===== config.mk =====
export PLATFORM = sky130hd
export DESIGN_NAME = alu_cmd_sequencer_flat
export DESIGN_NICKNAME = d
export VERILOG_FILES = /design/src/rtl/alu_cmd_sequencer_if.sv /design/src/rtl/alu_cmd_sequencer.sv /design/src/flat_wrapper.sv
export SDC_FILE = /design/constraint.sdc
export NUM_CORES = 1
export LEC_CHECK = 0
export CAP_MARGIN = 15
export CORE_AREA = 2 2 110 101
export DETAILED_ROUTE_END_ITERATION = 7
export DIE_AREA = 0 0 112 103
export GPL_TIMING_DRIVEN = 0
export PLACE_DENSITY_LB_ADDON = 0.3
export RECOVER_POWER = 100
export REMOVE_ABC_BUFFERS = 1
export SLEW_MARGIN = 20
export SYNTH_ARGS = -nofsm -noshare
export SYNTH_HDL_FRONTEND = slang
export SYNTH_SLANG_ARGS = --single-unit

===== constraint.sdc =====
create_clock -name clk -period 2.54 [get_ports clk]
set_clock_uncertainty 0.2 [all_clocks]
set_input_delay 0.254 -clock clk [delete_from_list [all_inputs] [get_ports clk]]
set_output_delay 0.254 -clock clk [all_outputs]
set_load 0.02 [all_outputs]

===== src/rtl/alu_cmd_sequencer_if.sv =====
// rtl/alu_cmd_sequencer_if.sv - command, ALU and response bus of alu_cmd_sequencer
interface alu_cmd_sequencer_if #(
    parameter int SEQ_W = 4
);
    logic             cmd_valid;
    logic             cmd_ready;
    logic [7:0]       cmd_a;
    logic [7:0]       cmd_b;
    logic [2:0]       cmd_op;

    logic [7:0]       alu_a;
    logic [7:0]       alu_b;
    logic [2:0]       alu_op;
    logic [7:0]       alu_result;

    logic             rsp_valid;
    logic             rsp_ready;
    logic [7:0]       rsp_result;
    logic [2:0]       rsp_op;
    logic [SEQ_W-1:0] rsp_seq;

    // Sequencer side
    modport master (
        input  cmd_valid, cmd_a, cmd_b, cmd_op, alu_result, rsp_ready,
        output cmd_ready, alu_a, alu_b, alu_op, rsp_valid, rsp_result, rsp_op, rsp_seq
    );

    // Producer / ALU / consumer side
    modport slave (
        output cmd_valid, cmd_a, cmd_b, cmd_op, alu_result, rsp_ready,
        input  cmd_ready, alu_a, alu_b, alu_op, rsp_valid, rsp_result, rsp_op, rsp_seq
    );
endinterface


===== src/rtl/alu_cmd_sequencer.sv =====
// rtl/alu_cmd_sequencer.sv - FIFO-buffered command front-end for the 8-bit alu (optional ALU_SEQ_STATS_EN adds rsp_count)
module alu_cmd_sequencer #(
    parameter  int DEPTH = 4,
    parameter  int SEQ_W = 4,
    localparam int LVL_W = $clog2(DEPTH + 1)
) (
    input  logic              clk,
    input  logic              rst,
    alu_cmd_sequencer_if.master bus,
    output logic [LVL_W-1:0]  fifo_level
`ifdef ALU_SEQ_STATS_EN
    ,
    output logic [15:0]       rsp_count
`endif
);
    localparam int PTR_W = $clog2(DEPTH);

    typedef enum logic [1:0] {
        IDLE  = 2'd0,
        ISSUE = 2'd1,
        RESP  = 2'd2
    } state_t;

    state_t           state;
    state_t           state_next;

    logic [7:0]       mem_a  [DEPTH];
    logic [7:0]       mem_b  [DEPTH];
    logic [2:0]       mem_op [DEPTH];
    logic [PTR_W-1:0] wr_ptr;
    logic [PTR_W-1:0] rd_ptr;
    logic [LVL_W-1:0] level;

    logic [7:0]       alu_a_q;
    logic [7:0]       alu_b_q;
    logic [2:0]       alu_op_q;
    logic [7:0]       rsp_result_q;
    logic [2:0]       rsp_op_q;
    logic [SEQ_W-1:0] rsp_seq_q;

    logic             push;
    logic             pop;
    logic             load;
    logic             rsp_fire;
    logic             not_empty;

    // Ready depends on the current level only, so a full FIFO never admits a push even if it pops this cycle
    assign bus.cmd_ready  = (level < LVL_W'(DEPTH));
    assign push           = bus.cmd_valid && bus.cmd_ready;
    assign not_empty      = (level != '0);
    assign bus.rsp_valid  = (state == RESP);
    assign rsp_fire       = bus.rsp_valid && bus.rsp_ready;
    assign fifo_level     = level;
    assign bus.alu_a      = alu_a_q;
    assign bus.alu_b      = alu_b_q;
    assign bus.alu_op     = alu_op_q;
    assign bus.rsp_result = rsp_result_q;
    assign bus.rsp_op     = rsp_op_q;
    assign bus.rsp_seq    = rsp_seq_q;

    // State register
    always_ff @(posedge clk or posedge rst) begin
        if (rst) begin
            state <= IDLE;
        end else begin
            state <= state_next;
        end
    end

    // Next state plus load/pop strobes; the head is popped in ISSUE so RESP already sees the next command
    always_comb begin
        state_next = state;
        load       = 1'b0;
        pop        = 1'b0;
        case (state)
            IDLE: begin
                if (not_empty) begin
                    load       = 1'b1;
                    state_next = ISSUE;
                end
            end
            ISSUE: begin
                pop        = 1'b1;
                state_next = RESP;
            end
            RESP: begin
                if (bus.rsp_ready) begin
                    if (not_empty) begin
                        load       = 1'b1;
                        state_next = ISSUE;
                    end else begin
                        state_next = IDLE;
                    end
                end
            end
            default: state_next = IDLE;
        endcase
    end

    // Command storage; contents need no reset because the level gates every read
    always_ff @(posedge clk) begin
        if (push) begin
            mem_a[wr_ptr]  <= bus.cmd_a;
            mem_b[wr_ptr]  <= bus.cmd_b;
            mem_op[wr_ptr] <= bus.cmd_op;
        end
    end

    // Pointers wrap naturally because DEPTH is a power of two
    always_ff @(posedge clk or posedge rst) begin
        if (rst) begin
            wr_ptr <= '0;
            rd_ptr <= '0;
            level  <= '0;
        end else begin
            if (push) begin
                wr_ptr <= wr_ptr + 1'b1;
            end
            if (pop) begin
                rd_ptr <= rd_ptr + 1'b1;
            end
            case ({push, pop})
                2'b10:   level <= level + 1'b1;
                2'b01:   level <= level - 1'b1;
                default: level <= level;
            endcase
        end
    end

    // ALU operand registers change only on a load so the ALU sees stable inputs through ISSUE
    always_ff @(posedge clk or posedge rst) begin
        if (rst) begin
            alu_a_q  <= '0;
            alu_b_q  <= '0;
            alu_op_q <= '0;
        end else if (load) begin
            alu_a_q  <= mem_a[rd_ptr];
            alu_b_q  <= mem_b[rd_ptr];
            alu_op_q <= mem_op[rd_ptr];
        end
    end

    // Response capture at the end of ISSUE; the tag advances only on a completed handshake
    always_ff @(posedge clk or posedge rst) begin
        if (rst) begin
            rsp_result_q <= '0;
            rsp_op_q     <= '0;
            rsp_seq_q    <= '0;
        end else begin
            if (pop) begin
                rsp_result_q <= bus.alu_result;
                rsp_op_q     <= alu_op_q;
            end
            if (rsp_fire) begin
                rsp_seq_q <= rsp_seq_q + 1'b1;
            end
        end
    end

`ifdef ALU_SEQ_STATS_EN
    // Saturating count of completed responses
    always_ff @(posedge clk or posedge rst) begin
        if (rst) begin
            rsp_count <= '0;
        end else if (rsp_fire && (rsp_count != 16'hFFFF)) begin
            rsp_count <= rsp_count + 1'b1;
        end
    end
`endif

endmodule


===== src/flat_wrapper.sv =====
// flat-port wrapper written by rule: the top's interface ports become plain ports
module alu_cmd_sequencer_flat 
#(
    parameter  int DEPTH = 4,
    parameter  int SEQ_W = 4,
    localparam int LVL_W = $clog2(DEPTH + 1)
)
  (clk, rst, fifo_level, bus_cmd_valid, bus_cmd_a, bus_cmd_b, bus_cmd_op, bus_alu_result, bus_rsp_ready, bus_cmd_ready, bus_alu_a, bus_alu_b, bus_alu_op, bus_rsp_valid, bus_rsp_result, bus_rsp_op, bus_rsp_seq);
  alu_cmd_sequencer_if #(.SEQ_W(SEQ_W)) bus_i ();
  input  logic clk;
  input  logic rst;
  output logic [LVL_W-1:0] fifo_level;
  input wire logic [$bits(bus_i.cmd_valid)-1:0] bus_cmd_valid;
  input wire logic [$bits(bus_i.cmd_a)-1:0] bus_cmd_a;
  input wire logic [$bits(bus_i.cmd_b)-1:0] bus_cmd_b;
  input wire logic [$bits(bus_i.cmd_op)-1:0] bus_cmd_op;
  input wire logic [$bits(bus_i.alu_result)-1:0] bus_alu_result;
  input wire logic [$bits(bus_i.rsp_ready)-1:0] bus_rsp_ready;
  output wire logic [$bits(bus_i.cmd_ready)-1:0] bus_cmd_ready;
  output wire logic [$bits(bus_i.alu_a)-1:0] bus_alu_a;
  output wire logic [$bits(bus_i.alu_b)-1:0] bus_alu_b;
  output wire logic [$bits(bus_i.alu_op)-1:0] bus_alu_op;
  output wire logic [$bits(bus_i.rsp_valid)-1:0] bus_rsp_valid;
  output wire logic [$bits(bus_i.rsp_result)-1:0] bus_rsp_result;
  output wire logic [$bits(bus_i.rsp_op)-1:0] bus_rsp_op;
  output wire logic [$bits(bus_i.rsp_seq)-1:0] bus_rsp_seq;
  assign bus_i.cmd_valid = bus_cmd_valid;
  assign bus_i.cmd_a = bus_cmd_a;
  assign bus_i.cmd_b = bus_cmd_b;
  assign bus_i.cmd_op = bus_cmd_op;
  assign bus_i.alu_result = bus_alu_result;
  assign bus_i.rsp_ready = bus_rsp_ready;
  assign bus_cmd_ready = bus_i.cmd_ready;
  assign bus_alu_a = bus_i.alu_a;
  assign bus_alu_b = bus_i.alu_b;
  assign bus_alu_op = bus_i.alu_op;
  assign bus_rsp_valid = bus_i.rsp_valid;
  assign bus_rsp_result = bus_i.rsp_result;
  assign bus_rsp_op = bus_i.rsp_op;
  assign bus_rsp_seq = bus_i.rsp_seq;
  alu_cmd_sequencer #(.DEPTH(DEPTH), .SEQ_W(SEQ_W)) u_core (.clk(clk), .rst(rst), .bus(bus_i), .fifo_level(fifo_level));
endmodule

Word-level counts from Yosys, hierarchy flattened
Memory sizes are Yosys's and may differ from the RTL's. A register that Yosys moved wholly into a read port is not among the register bits. Cells that the tools add are included.

Memory bits (writable): 76. Flip-flop bits (word level): 24. Logic and storage cells: 39. Output and inout port bits: 39. Memories: 3. Input bits: 31.

Memories: u_core.mem_a (words 4, width 8, rd ports 1, clocked after memory_dff 1, wr ports 1, line alu_cmd_sequencer.sv:27) `logic [7:0] mem_a [DEPTH];`; u_core.mem_b (words 4, width 8, rd ports 1, clocked after memory_dff 1, wr ports 1, line alu_cmd_sequencer.sv:28) `logic [7:0] mem_b [DEPTH];`; u_core.mem_op (words 4, width 3, rd ports 1, clocked after memory_dff 1, wr ports 1, line alu_cmd_sequencer.sv:29) `logic [2:0] mem_op [DEPTH];`.

Magnitude comparators: 1. Multiplexer cells: 11. Reduce and logical (&&, ||, !) cells: 6. Equal/unequal tests: 6. Add/subtract/negate cells: 5.

Operator list (count): $mux W1 (6); $pmux W2 S3 (1); $pmux W3 S2 (1); $add A2 B1 Y2 const B (2); $add A4 B1 Y4 const B (1); $eq A2 B1 Y1 const B (2); $eq A2 B2 Y1 const B (2); $mux W2 (2); $add A3 B1 Y3 const B (1); $lt A3 B3 Y1 const B (1); $reduce_bool A3 Y1 (1); $sub A3 B1 Y3 const B (1); $logic_and A1 B1 Y1 (2); $logic_not A2 Y1 (1); $ne A2 B1 Y1 const B (1); $ne A2 B2 Y1 const B (1); $pmux W1 S2 (1); $reduce_and A2 Y1 (1); $reduce_bool A2 Y1 (1).

Logic depth before layout (Yosys ltp)
Gate-level depths: netlist of the first run.

Depth after elaboration: 4. Gate-level depth with buffers: 9. Gate-level depth less buffers: 8.

Least setup slack after synthesis of the first run
No wires, ideal clock.

Kind: reg-to-reg. From: register u_core.state[1]. To: register u_core.level[2], in the netlist u_core.fifo_level[2]. Arrival time: 1820 ps. Path buffers: 2. Clock period less this slack: 2101 ps. Cell stages (with the launch flop): 10. Library setup time: 80 ps. Path slack: 439 ps. Data required time: 2260 ps. Cells stage by stage: dfrtp_1 nor2b_1 buf_2 buf_2 ha_1 inv_1 fa_1 xor2_1 nor2_1 xnor2_1.

Longest elaborated chain between the ends: 4. Elaborated cells on any way between the ends: 6. Those cells by class: 3 x eq/ne; 2 x mux; 1 x reduce/logical.

RTL lines: from (decl) (line alu_cmd_sequencer.sv:24) `state_t state;`; from (signal assigned) (line alu_cmd_sequencer.sv:66) `state <= state_next;`; $eq A2 B1 Y1 (*) (line alu_cmd_sequencer.sv:75) `case (state)`; $mux W1 (*) (line alu_cmd_sequencer.sv:75); $eq A2 B1 Y1 / $eq A2 B2 Y1 (equally long branches) (line alu_cmd_sequencer.sv:122) `case ({push, pop})`; $pmux W3 S2 / $reduce_bool A2 Y1 (equally long branches); to (signal assigned) (line alu_cmd_sequencer.sv:123) `2'b10: level <= level + 1'b1;`; to (signal assigned) (line alu_cmd_sequencer.sv:124) `2'b01: level <= level - 1'b1;`; to (signal assigned) (line alu_cmd_sequencer.sv:125) `default: level <= level;`; to (decl) (line alu_cmd_sequencer.sv:32) `logic [LVL_W-1:0] level;`.

Mark *: on every way between the ends. The rest lies on a longest branch, timed or not. A chain may end at the register's enable or synchronous reset.

Worst setup path after layout of the first run
From: register u_core.state[0]. To: register u_core.level[2], in the netlist u_core.fifo_level[2].

Same word-level chain as after synthesis.

==> metrics.csv, run 1 <==
stage,metric,value,unit
finish,final core utilization,0.574,
clock_tree,clk sinks,119,
sta,final setup vio count,0,
drt,via count,2250,
global_routing,first-pass GRT wire length,12.5,mm
status,status,"finished, final reports clean",
synth,"EDFF count, synth",76,
drt,WL/cell,17.4,um
sta,Achievable Freq,447,MHz
synth,"Distinct cells, synth",26,
synth,cell area after synthesis,0.00459,mm2
synth,Yosys reg bits,119,
global_routing,largest net degree at the start of global routing,26,
critical_path,crit path max fanout,15,
drt,via/cell ratio,4.98,
clock_tree,CTS tree,done,
finish,Multi-input gate area,0.00109,mm2
drt,Routed WL,7.88,mm
critical_path,Startpoint Class,flip-flop,
clock_tree,"Reg clk slew, reported paths",0.05,ns
sta,RSZ-0062 raised after global routing,no,
sta,Slew headroom,0.350,
critical_path,CP endpoint kind,flip-flop,
finish,layout cells sized above 1,0.223,
global_routing,antenna violations before repair,1,
die,DIE WIDTH,112,um
global_routing,GRT Resource Usage Total,0.151,
clock_tree,Post-CTS Setup Inserts,0,
critical_path,Reg2Reg Setup Slack,0.30,ns
synth,main flop type after synthesis,edfxtp_1,
sta,worst-margin pin slew,0.974,ns
die,placement row count,36,
drt,DRC Markers,0,
sta,"Hold Violations, Final",0,
pwr,pwr/cell area,1320,mW/mm2
drt,DRT iter0 DRCs,122,
synth,post-synth top area share,0.498,
synth,sequential-to-total area share from yosys stat,0.732,
critical_path,critical path arrival,2.37,ns
synth,Synth area leader,edfxtp_1,
die,Core Area,0.0105,mm2
drt,TritonRoute pass-1 iters,4,
clock_tree,Clock Latency Late Sink,0.41,ns
sta,Final Slew Violations,0,
synth,syn avg cell area,20.8,um2
synth,asr flop ratio synth,0.361,
clock_tree,htree depth,4,
hold_path,Min-Delay Path Class,in2reg,
clock_tree,Root Driver,clkbuf_16,
critical_path,kind of critical path,reg2reg,
synth,top-count cell post-synth,edfxtp_1,
place,IO buf count,69,
synth,Syn Inst Count,221,
finish,number of fill cells,831,
sta,fin crit share,0.881,
sta,minimum clock period,2.24,ns
pwr,Max VDD drop,0.000698,V
sta,Total Neg Setup Slack,0,ns
finish,Final Net Count,343,
pwr,LEAKAGE,2.24,nW
synth,synth cell count leaders,"edfxtp_1 (76), dfrtp_1 (43), mux2_4 (18), mux4_2 (18), mux2_2 (13)",
die,Starting Density,0.435,
die,total die area,0.0115,mm2
sta,Fin Hold WS,0.262,ns
synth,Synthesis Warnings,0,
finish,FF/Latch Area,0.00336,mm2
place,post-DP HPWL,4.80,mm
global_routing,number of global-route vias before repair,2354,
finish,area grow syn2layout,31.8,%
run,total of max-cap violations,0,
pwr,Pwr Total,8.00,mW
drt,ANT nets after route,0,
clock_tree,Num CTS Buffers,17,
clock_tree,Bufs on Longest Clock Path,2,
die,Die Y,103,um
global_routing,total grt overflow,0,
synth,synth top area cells,"edfxtp_1 (50%), dfrtp_1 (23%), mux4_2 (8.8%)",
die,# IOs,70,
place,RePlAce Congestion,0.709,
critical_path,Critical Path RT,2.67,ns
-- worst max-delay path: stages (launching register included) --
cell	delay [ns]
dfrtp_1	0.42
nor2b_4	0.45
ha_1	0.27
inv_1	0.06
fa_1	0.37
xor2_1	0.15
nor2_1	0.11
xnor2_1	0.12
-- flip-flops by register name, summed over array words and instances (netlist names), 4 cells and up --
signal / cells
u_core.mem_b: 32
u_core.mem_op: 12
u_core.bus.alu_a: 8
u_core.bus.rsp_seq: 4
u_core.mem_a: 32
u_core.bus.alu_b: 8
u_core.bus.rsp_result: 8
-- cells in the final DEF (no fill, tap or decap), types with 5 or more instances in the layout --
cell             count
mux2_1              18
xnor2_1              6
clkdlybuf4s50_1     10
dfrtp_1             42
ha_1                 6
dlygate4sd3_1       60
bufinv_16            5
inv_1                9
clkbuf_16           17
clkinvlp_4           5
mux4_2              18
edfxtp_1            76
mux2_2              13
-- per-layer routing --
layer  vias up  GRT usage  part of all wire
li1       1015          -                 -
met1      1145      0.183              0.44
met2        76      0.238              0.47
met3        14     0.0664             0.071
met4         0     0.0732             0.019
met5         -          0                 0
-- path summary, 6_finish.rpt --
| check | startpoint | end | cells past startpoint |
|---|---|---|---|
| worst max-delay path | u_core.state[0] | u_core.fifo_level[2] | 7 |
| worst min-delay path | bus_alu_result[1] | u_core.bus.rsp_result[1] | 2 |
| worst max register to register | u_core.state[0] | u_core.fifo_level[2] | 7 |
| worst min register to register | u_core.bus.rsp_seq[3] | u_core.bus.rsp_seq[3] | 1 |
| max in group asynchronous | rst | u_core.bus.alu_a[6] | 4 |
| min in group asynchronous | rst | u_core.bus.alu_a[4] | 3 |
-- timing repair --
action / 4_1_cts / 5_1_grt
gates resized for setup: 0 / 4
hold buffers: 1 / 0
endpoints found under the setup margin: 0 / 58
endpoints found under the hold margin: 18 / 0
-- cells by family after synthesis --
kind of cell    Yosys count  synth area share
simple gates             14            0.0172
buf+inv                  18            0.0202
compound gates            3           0.00545
flops                   119             0.732
xor+xnor                  9            0.0172
fa+ha+maj                 7            0.0207
mux                      51             0.187
-- area by class of cell --
class	count	share of cell area
flip-flops and latches	119	0.556
multi-input cells	84	0.180
repair buffers	74	0.126
clock inverters	14	0.0341
inverters	9	0.00559
diodes	1	0.000414
well taps	133	0.0275
clock buffers	18	0.0710
-- metrics by stage --
step                      area [um2]  worst slack [ns]  std cells
after floorplan                 4530            -0.117        212
after global placement          5390            -0.989        414
after detailed placement        5440            -0.206        417
after CTS                       6090            0.0319        450
after global routing            6050             0.134        452
final                           6050             0.302        452
-- power by group --
part	leakage, nW	switching [mW]	internal, mW	total, mW
sequential	1.20	0.411	2.63	3.04
combinational	0.753	1.12	1.29	2.41
clock	0.295	0.824	1.73	2.55
total	2.24	2.36	5.64	8.00
No activity file was read; power rests on OpenSTA's default activity.
==> inputs of run 2 (changes only) <==
--- a/config.mk
+++ b/config.mk
@@ -7,3 +7,3 @@
 export LEC_CHECK = 0
-export CAP_MARGIN = 15
+export CAP_MARGIN = 10
 export CORE_AREA = 2 2 110 101
==> constraint.sdc (replaced) <==
create_clock -name clk -period 2.54 [get_ports clk]
set_clock_uncertainty 0.2 [all_clocks]
set_input_delay 0.762 -clock clk [delete_from_list [all_inputs] [get_ports clk]]
set_output_delay 0.762 -clock clk [all_outputs]
set_load 0.02 [all_outputs]
==> metrics.csv, run 2 (same netlist as run 1, synthesis figures left out) <==
stage,metric,value,unit,change
die,Die Y,103,um,unchanged
pwr,share of power burned in registers,0.379,,about the same
pwr,switching part of the total,0.295,,+0.000350
sta,Achievable Freq,407,MHz,-9.0%
pwr,pwr/cell area,1330,mW/mm2,+0.63%
clock_tree,CTS tree,done,,
drt,DRC Markers,0,,unchanged
place,Setup WS pre-CTS,-0.714,ns,-0.508 ns
sta,"Hold Violations, Final",0,,unchanged
pwr,Pint,5.65,mW,+0.22%
finish,"most common cell after layout, fill and taps aside",edfxtp_1,,
pwr,LEAKAGE,2.24,nW,-0.17%
global_routing,largest net degree at the start of global routing,26,,unchanged
status,status,"finished, final reports clean",,
pwr,clock network fraction of total power,0.318,,about the same
pwr,Max VDD drop,0.000701,V,+0.43%
sta,post-route setup slack,0.0801,ns,-0.222 ns
critical_path,critical path arrival,1.50,ns,-0.87 ns
drt,DRT iter0 DRCs,89,,-27%
die,DIE WIDTH,112,um,unchanged
drt,via count,2227,,-1.0%
sta,minimum clock period,2.46,ns,+0.222 ns
clock_tree,hold_buf cts,0,,-1
clock_tree,clk sinks,119,,unchanged
pwr,Switching Power,2.37,mW,+0.39%
place,post-DP HPWL,4.80,mm,unchanged
global_routing,total grt overflow,0,,unchanged
critical_path,worst path cell trace,dlygate4sd3_1,,
drt,WL/cell,17.5,um,+0.41%
sta,fin crit share,0.968,,+0.0873
run,total of max-cap violations,0,,unchanged
finish,layout cells sized above 1,0.234,,+0.0109
critical_path,Reg2Reg Setup Slack,0.31,ns,about the same
finish,top flop regs,"u_core.mem_a: 32 flops, u_core.mem_b: 32 flops, u_core.mem_op: 12 flops",,
critical_path,crit-path max cell delay,0.69,ns,+0.24 ns
die,total die area,0.0115,mm2,unchanged
pwr,Comb pwr share,0.302,,about the same
critical_path,Critical Path RT,1.58,ns,-1.09 ns
critical_path,worst path buffer plus inverter count,1,,unchanged
sta,Total Neg Setup Slack,0,ns,unchanged
sta,RSZ-0062 raised after global routing,no,,
finish,most frequent cells in the layout,"edfxtp_1 (76), dlygate4sd3_1 (56), dfrtp_1 (42), mux4_2 (18), clkbuf_16 (17)",,
place,RePlAce Congestion,0.709,,unchanged
clock_tree,Clock Latency Late Sink,0.41,ns,about the same
drt,TritonRoute pass-1 iters,4,,unchanged
finish,area grow syn2layout,31.4,%,
sta,Slew headroom,0.358,,+0.00717
clock_tree,Bufs on Longest Clock Path,2,,unchanged
global_routing,antenna violations before repair,1,,unchanged
critical_path,kind of critical path,reg2out,,
clock_tree,htree depth,4,,unchanged
global_routing,first-pass GRT wire length,12.5,mm,unchanged
critical_path,Crit path max-delay family,buffers and inverters,,
die,Starting Density,0.435,,unchanged
global_routing,GRT Resource Usage Total,0.151,,about the same
die,# IOs,70,,unchanged
finish,Final Net Count,341,,-0.58%
die,placement row count,36,,unchanged
critical_path,crit path max fanout,4,,-11
die,Core Area,0.0105,mm2,unchanged
critical_path,CP endpoint kind,primary output,,
sta,worst-margin pin slew,0.964,ns,-0.0108 ns
critical_path,Startpoint Class,flip-flop,,
critical_path,crit path max-delay cell type,dlygate4sd3_1,,
clock_tree,Root Driver,clkbuf_16,,
sta,final setup vio count,0,,unchanged
global_routing,number of global-route vias before repair,2357,,+0.13%
place,IO buf count,69,,unchanged
drt,via/cell ratio,4.95,,-0.58%
sta,Final Slew Violations,0,,unchanged
clock_tree,"Reg clk slew, reported paths",0.05,ns,about the same
drt,ANT nets after route,0,,unchanged
hold_path,Min-Delay Path Class,reg2reg,,
clock_tree,Num CTS Buffers,17,,unchanged
drt,Routed WL,7.88,mm,about the same
==> run 2: cell count changes in the layout (fill, tap and decap cells not counted) <==
cell,previous run,this run
dlygate4sd3_1,60,56
mux2_1,18,16
mux2_4,0,2
and2_1,1,0
and2_2,3,4
buf_8,2,1
clkbuf_1,1,2
clkdlybuf4s50_1,10,11
dlygate4sd2_1,0,1
nor2b_1,2,1
nor2b_2,0,1
==> run 2: power groups by stage <==
stage	clock [mW]	sequential, mW	combinational (mW)
after floorplan	0	3.37	1.42
after global placement	0	3.08	2.72
after detailed placement	0	3.10	2.81
after CTS	2.60	3.08	2.82
after global routing	2.69	3.13	2.63
final	2.55	3.04	2.43
==> run 2: final timing paths <==
kind | startpoint | end | depth (start not counted)
worst max-delay path | u_core.bus.rsp_seq[0] | bus_rsp_seq[0] | 1
worst min-delay path | u_core.bus.rsp_seq[3] | u_core.bus.rsp_seq[3] | 1
worst max register to register | u_core.state[0] | u_core.fifo_level[2] | 7
worst min register to register | u_core.bus.rsp_seq[3] | u_core.bus.rsp_seq[3] | 1
max in group asynchronous | rst | u_core.bus.alu_a[6] | 3
min in group asynchronous | rst | u_core.bus.alu_b[0] | 2
==> run 2: area by class of cell <==
type | count | area [um2]
diodes | 1 | 2.50
clock buffers | 18 | 429
clock inverters | 14 | 206
fillers | 839 | 4510
inverters | 9 | 33.8
multi-input cells | 84 | 1100
flip-flops and latches | 119 | 3360
well taps | 133 | 166
repair buffers | 72 | 729
==> run 2: routing by layer <==
| metal | track usage | up-vias | wire (um) |
|---|---|---|---|
| li1 | - | 1009 | - |
| met1 | 0.181 | 1132 | 3510 |
| met2 | 0.239 | 73 | 3700 |
| met3 | 0.0670 | 13 | 531 |
| met4 | 0.0732 | 0 | 139 |
| met5 | 0 | - | 0 |
==> run 2: timing repair <==
| item | 4_1_cts | 5_1_grt |
|---|---|---|
| gates resized for setup | 5 | 3 |
| pin swaps | 0 | 0 |
| endpoints found under the setup margin | 77 | 42 |
| setup buffers | 0 | 0 |
| endpoints found under the hold margin | 0 | 0 |
==> run 2: through the flow <==
step / power, mW / util / hold slack, ns / cell area, um2 / instances
6_report: 8.02 / 0.572 / 0.268 / 6030 / 450
5_1_grt: 8.45 / 0.572 / 0.301 / 6030 / 450
4_1_cts: 8.50 / 0.577 / 0.284 / 6080 / 449
3_5_place_dp: 5.91 / 0.516 / 0.273 / 5440 / 417
3_3_place_gp: 5.80 / 0.511 / 0.263 / 5390 / 414
2_1_floorplan: 4.79 / - / 0.380 / 4530 / 212
==> inputs of run 3 (changes only) <==
SLEW_MARGIN = 10   (was 20)
==> metrics.csv, run 3 (same netlist as run 1, synthesis figures left out) <==
stage,metric,value,unit,change
critical_path,Crit path max-delay family,buffers and inverters,,
sta,RSZ-0062 raised after global routing,no,,
critical_path,worst path buffer plus inverter count,1,,unchanged
sta,Slew headroom,0.369,,+0.0110
clock_tree,clk sinks,119,,unchanged
clock_tree,Num CTS Buffers,17,,unchanged
finish,"most common cell after layout, fill and taps aside",edfxtp_1,,
die,Core Area,0.0105,mm2,unchanged
global_routing,antenna violations before repair,0,,-1
pwr,LEAKAGE,2.26,nW,+0.87%
clock_tree,Post-CTS Setup Inserts,0,,unchanged
critical_path,crit-path max cell delay,0.69,ns,about the same
clock_tree,Resized Gates After CTS,5,,unchanged
clock_tree,CTS tree,done,,
die,DIE WIDTH,112,um,unchanged
drt,Routed WL,7.98,mm,+1.3%
place,RePlAce Congestion,0.709,,unchanged
place,IO buf count,69,,unchanged
die,placement row count,36,,unchanged
finish,final core utilization,0.569,,-0.00226
sta,minimum clock period,2.45,ns,-0.00502 ns
place,post-DP HPWL,4.82,mm,+0.41%
die,total die area,0.0115,mm2,unchanged
critical_path,worst path cell trace,dlygate4sd3_1,,
die,Die Y,103,um,unchanged
clock_tree,htree depth,4,,unchanged
sta,post-route setup slack,0.0851,ns,+0.00502 ns
sta,fin crit share,0.966,,-0.00198
drt,TritonRoute pass-1 iters,4,,unchanged
status,status,"finished, final reports clean",,
die,Starting Density,0.435,,unchanged
critical_path,critical path arrival,1.49,ns,about the same
pwr,Max VDD drop,0.000727,V,+3.6%
hold_path,Min-Delay Path Class,reg2reg,,
finish,fin area,0.00600,mm2,-0.39%
clock_tree,Clock Latency Late Sink,0.40,ns,about the same
critical_path,kind of critical path,reg2out,,
finish,Ant. Diodes,0,,-1
sta,final setup vio count,0,,unchanged
place,Placed Area,0.00545,mm2,about the same
global_routing,GRT Resource Usage Total,0.153,,+0.00173
sta,Achievable Freq,407,MHz,+0.20%
critical_path,crit path max-delay cell type,dlygate4sd3_1,,
clock_tree,Root Driver,clkbuf_16,,
critical_path,crit path max fanout,4,,unchanged
global_routing,largest net degree at the start of global routing,26,,unchanged
finish,Multi-input gate area,0.00109,mm2,-0.46%
finish,layout cells sized above 1,0.231,,-0.00316
global_routing,number of global-route vias before repair,2410,,+2.2%
sta,"Hold Violations, Final",0,,unchanged
finish,top flop regs,"u_core.mem_a: 32 flops, u_core.mem_b: 32 flops, u_core.mem_op: 12 flops",,
global_routing,first-pass GRT wire length,12.7,mm,+1.9%
die,# IOs,70,,unchanged
drt,via/cell ratio,4.96,,+0.18%
clock_tree,hold_buf cts,0,,unchanged
pwr,pwr/cell area,1340,mW/mm2,+0.46%
critical_path,Startpoint Class,flip-flop,,
drt,via count,2226,,-0.045%
drt,DRT iter0 DRCs,78,,-12%
drt,DRC Markers,0,,unchanged
finish,area grow syn2layout,30.9,%,
run,total of max-cap violations,0,,unchanged
finish,Final Net Count,341,,unchanged
sta,worst-margin pin slew,0.947,ns,-0.0165 ns
clock_tree,Bufs on Longest Clock Path,2,,unchanged
finish,FF/Latch Area,0.00336,mm2,unchanged
global_routing,total grt overflow,0,,unchanged
critical_path,CP endpoint kind,primary output,,
sta,Final Slew Violations,0,,unchanged
finish,number of fill cells,840,,+0.12%
clock_tree,"Reg clk slew, reported paths",0.05,ns,about the same
critical_path,Critical Path RT,1.58,ns,about the same
drt,WL/cell,17.8,um,+1.5%
drt,ANT nets after route,0,,unchanged
place,Setup WS pre-CTS,-0.726,ns,-0.0119 ns
finish,most frequent cells in the layout,"edfxtp_1 (76), dlygate4sd3_1 (56), dfrtp_1 (42), mux4_2 (18), clkbuf_16 (17)",,
[run 3: worst paths after layout]
kind | start | endpoint | slack [ns] | depth (start not counted)
min | u_core.bus.rsp_seq[3] | u_core.bus.rsp_seq[3] | 0.27 | 1
max in group asynchronous | rst | u_core.bus.alu_a[5] | 0.33 | 3
min in group asynchronous | rst | u_core.rd_ptr[1] | 0.72 | 2
max reg2reg | u_core.state[1] | u_core.fifo_level[2] | 0.34 | 7
min reg2reg | u_core.bus.rsp_seq[3] | u_core.bus.rsp_seq[3] | 0.27 | 1
max | u_core.bus.rsp_seq[0] | bus_rsp_seq[0] | 0.09 | 1
[run 3: area by class of cell]
| class | count | area share |
|---|---|---|
| Sequential cell | 119 | 0.560 |
| Clock buffer | 21 | 0.0767 |
| Timing Repair Buffer | 72 | 0.118 |
| Tap cell | 133 | 0.0277 |
| Multi-Input combinational cell | 84 | 0.182 |
| Inverter | 9 | 0.00563 |
| Clock inverter | 11 | 0.0296 |
[run 3: per-layer routing]
metal  share of wire  wire (um)  GRT usage  up-vias
met1            0.45       3630      0.190     1140
met5               0          0          0        -
li1                -          -          -     1013
met3           0.058        459     0.0606        8
met4           0.012         98     0.0647        0
met2            0.48       3800      0.244       65
[run 3: power breakdown]
group          internal (mW)  switching (mW)
Sequential              2.63           0.408
Clock                   1.78           0.788
Combinational           1.31            1.12
[run 3: per-stage QoR]
stage	total power, mW	cells	TNS [ns]	hold WS (ns)
2_1_floorplan	4.79	212	-5.10	0.380
3_3_place_gp	5.80	414	-97.47	0.263
3_5_place_dp	5.93	417	-55.20	0.273
4_1_cts	8.53	449	0	0.284
5_1_grt	8.46	449	0	0.303
6_report	8.02	449	0	0.269
[run 3: worst register-to-register path: stages, from the launching register on]
cell	delay, ns
dfrtp_1	0.43
nor2b_4	0.41
ha_1	0.27
inv_1	0.06
fa_1	0.37
xor2_1	0.15
nor2_1	0.11
xnor2_1	0.12
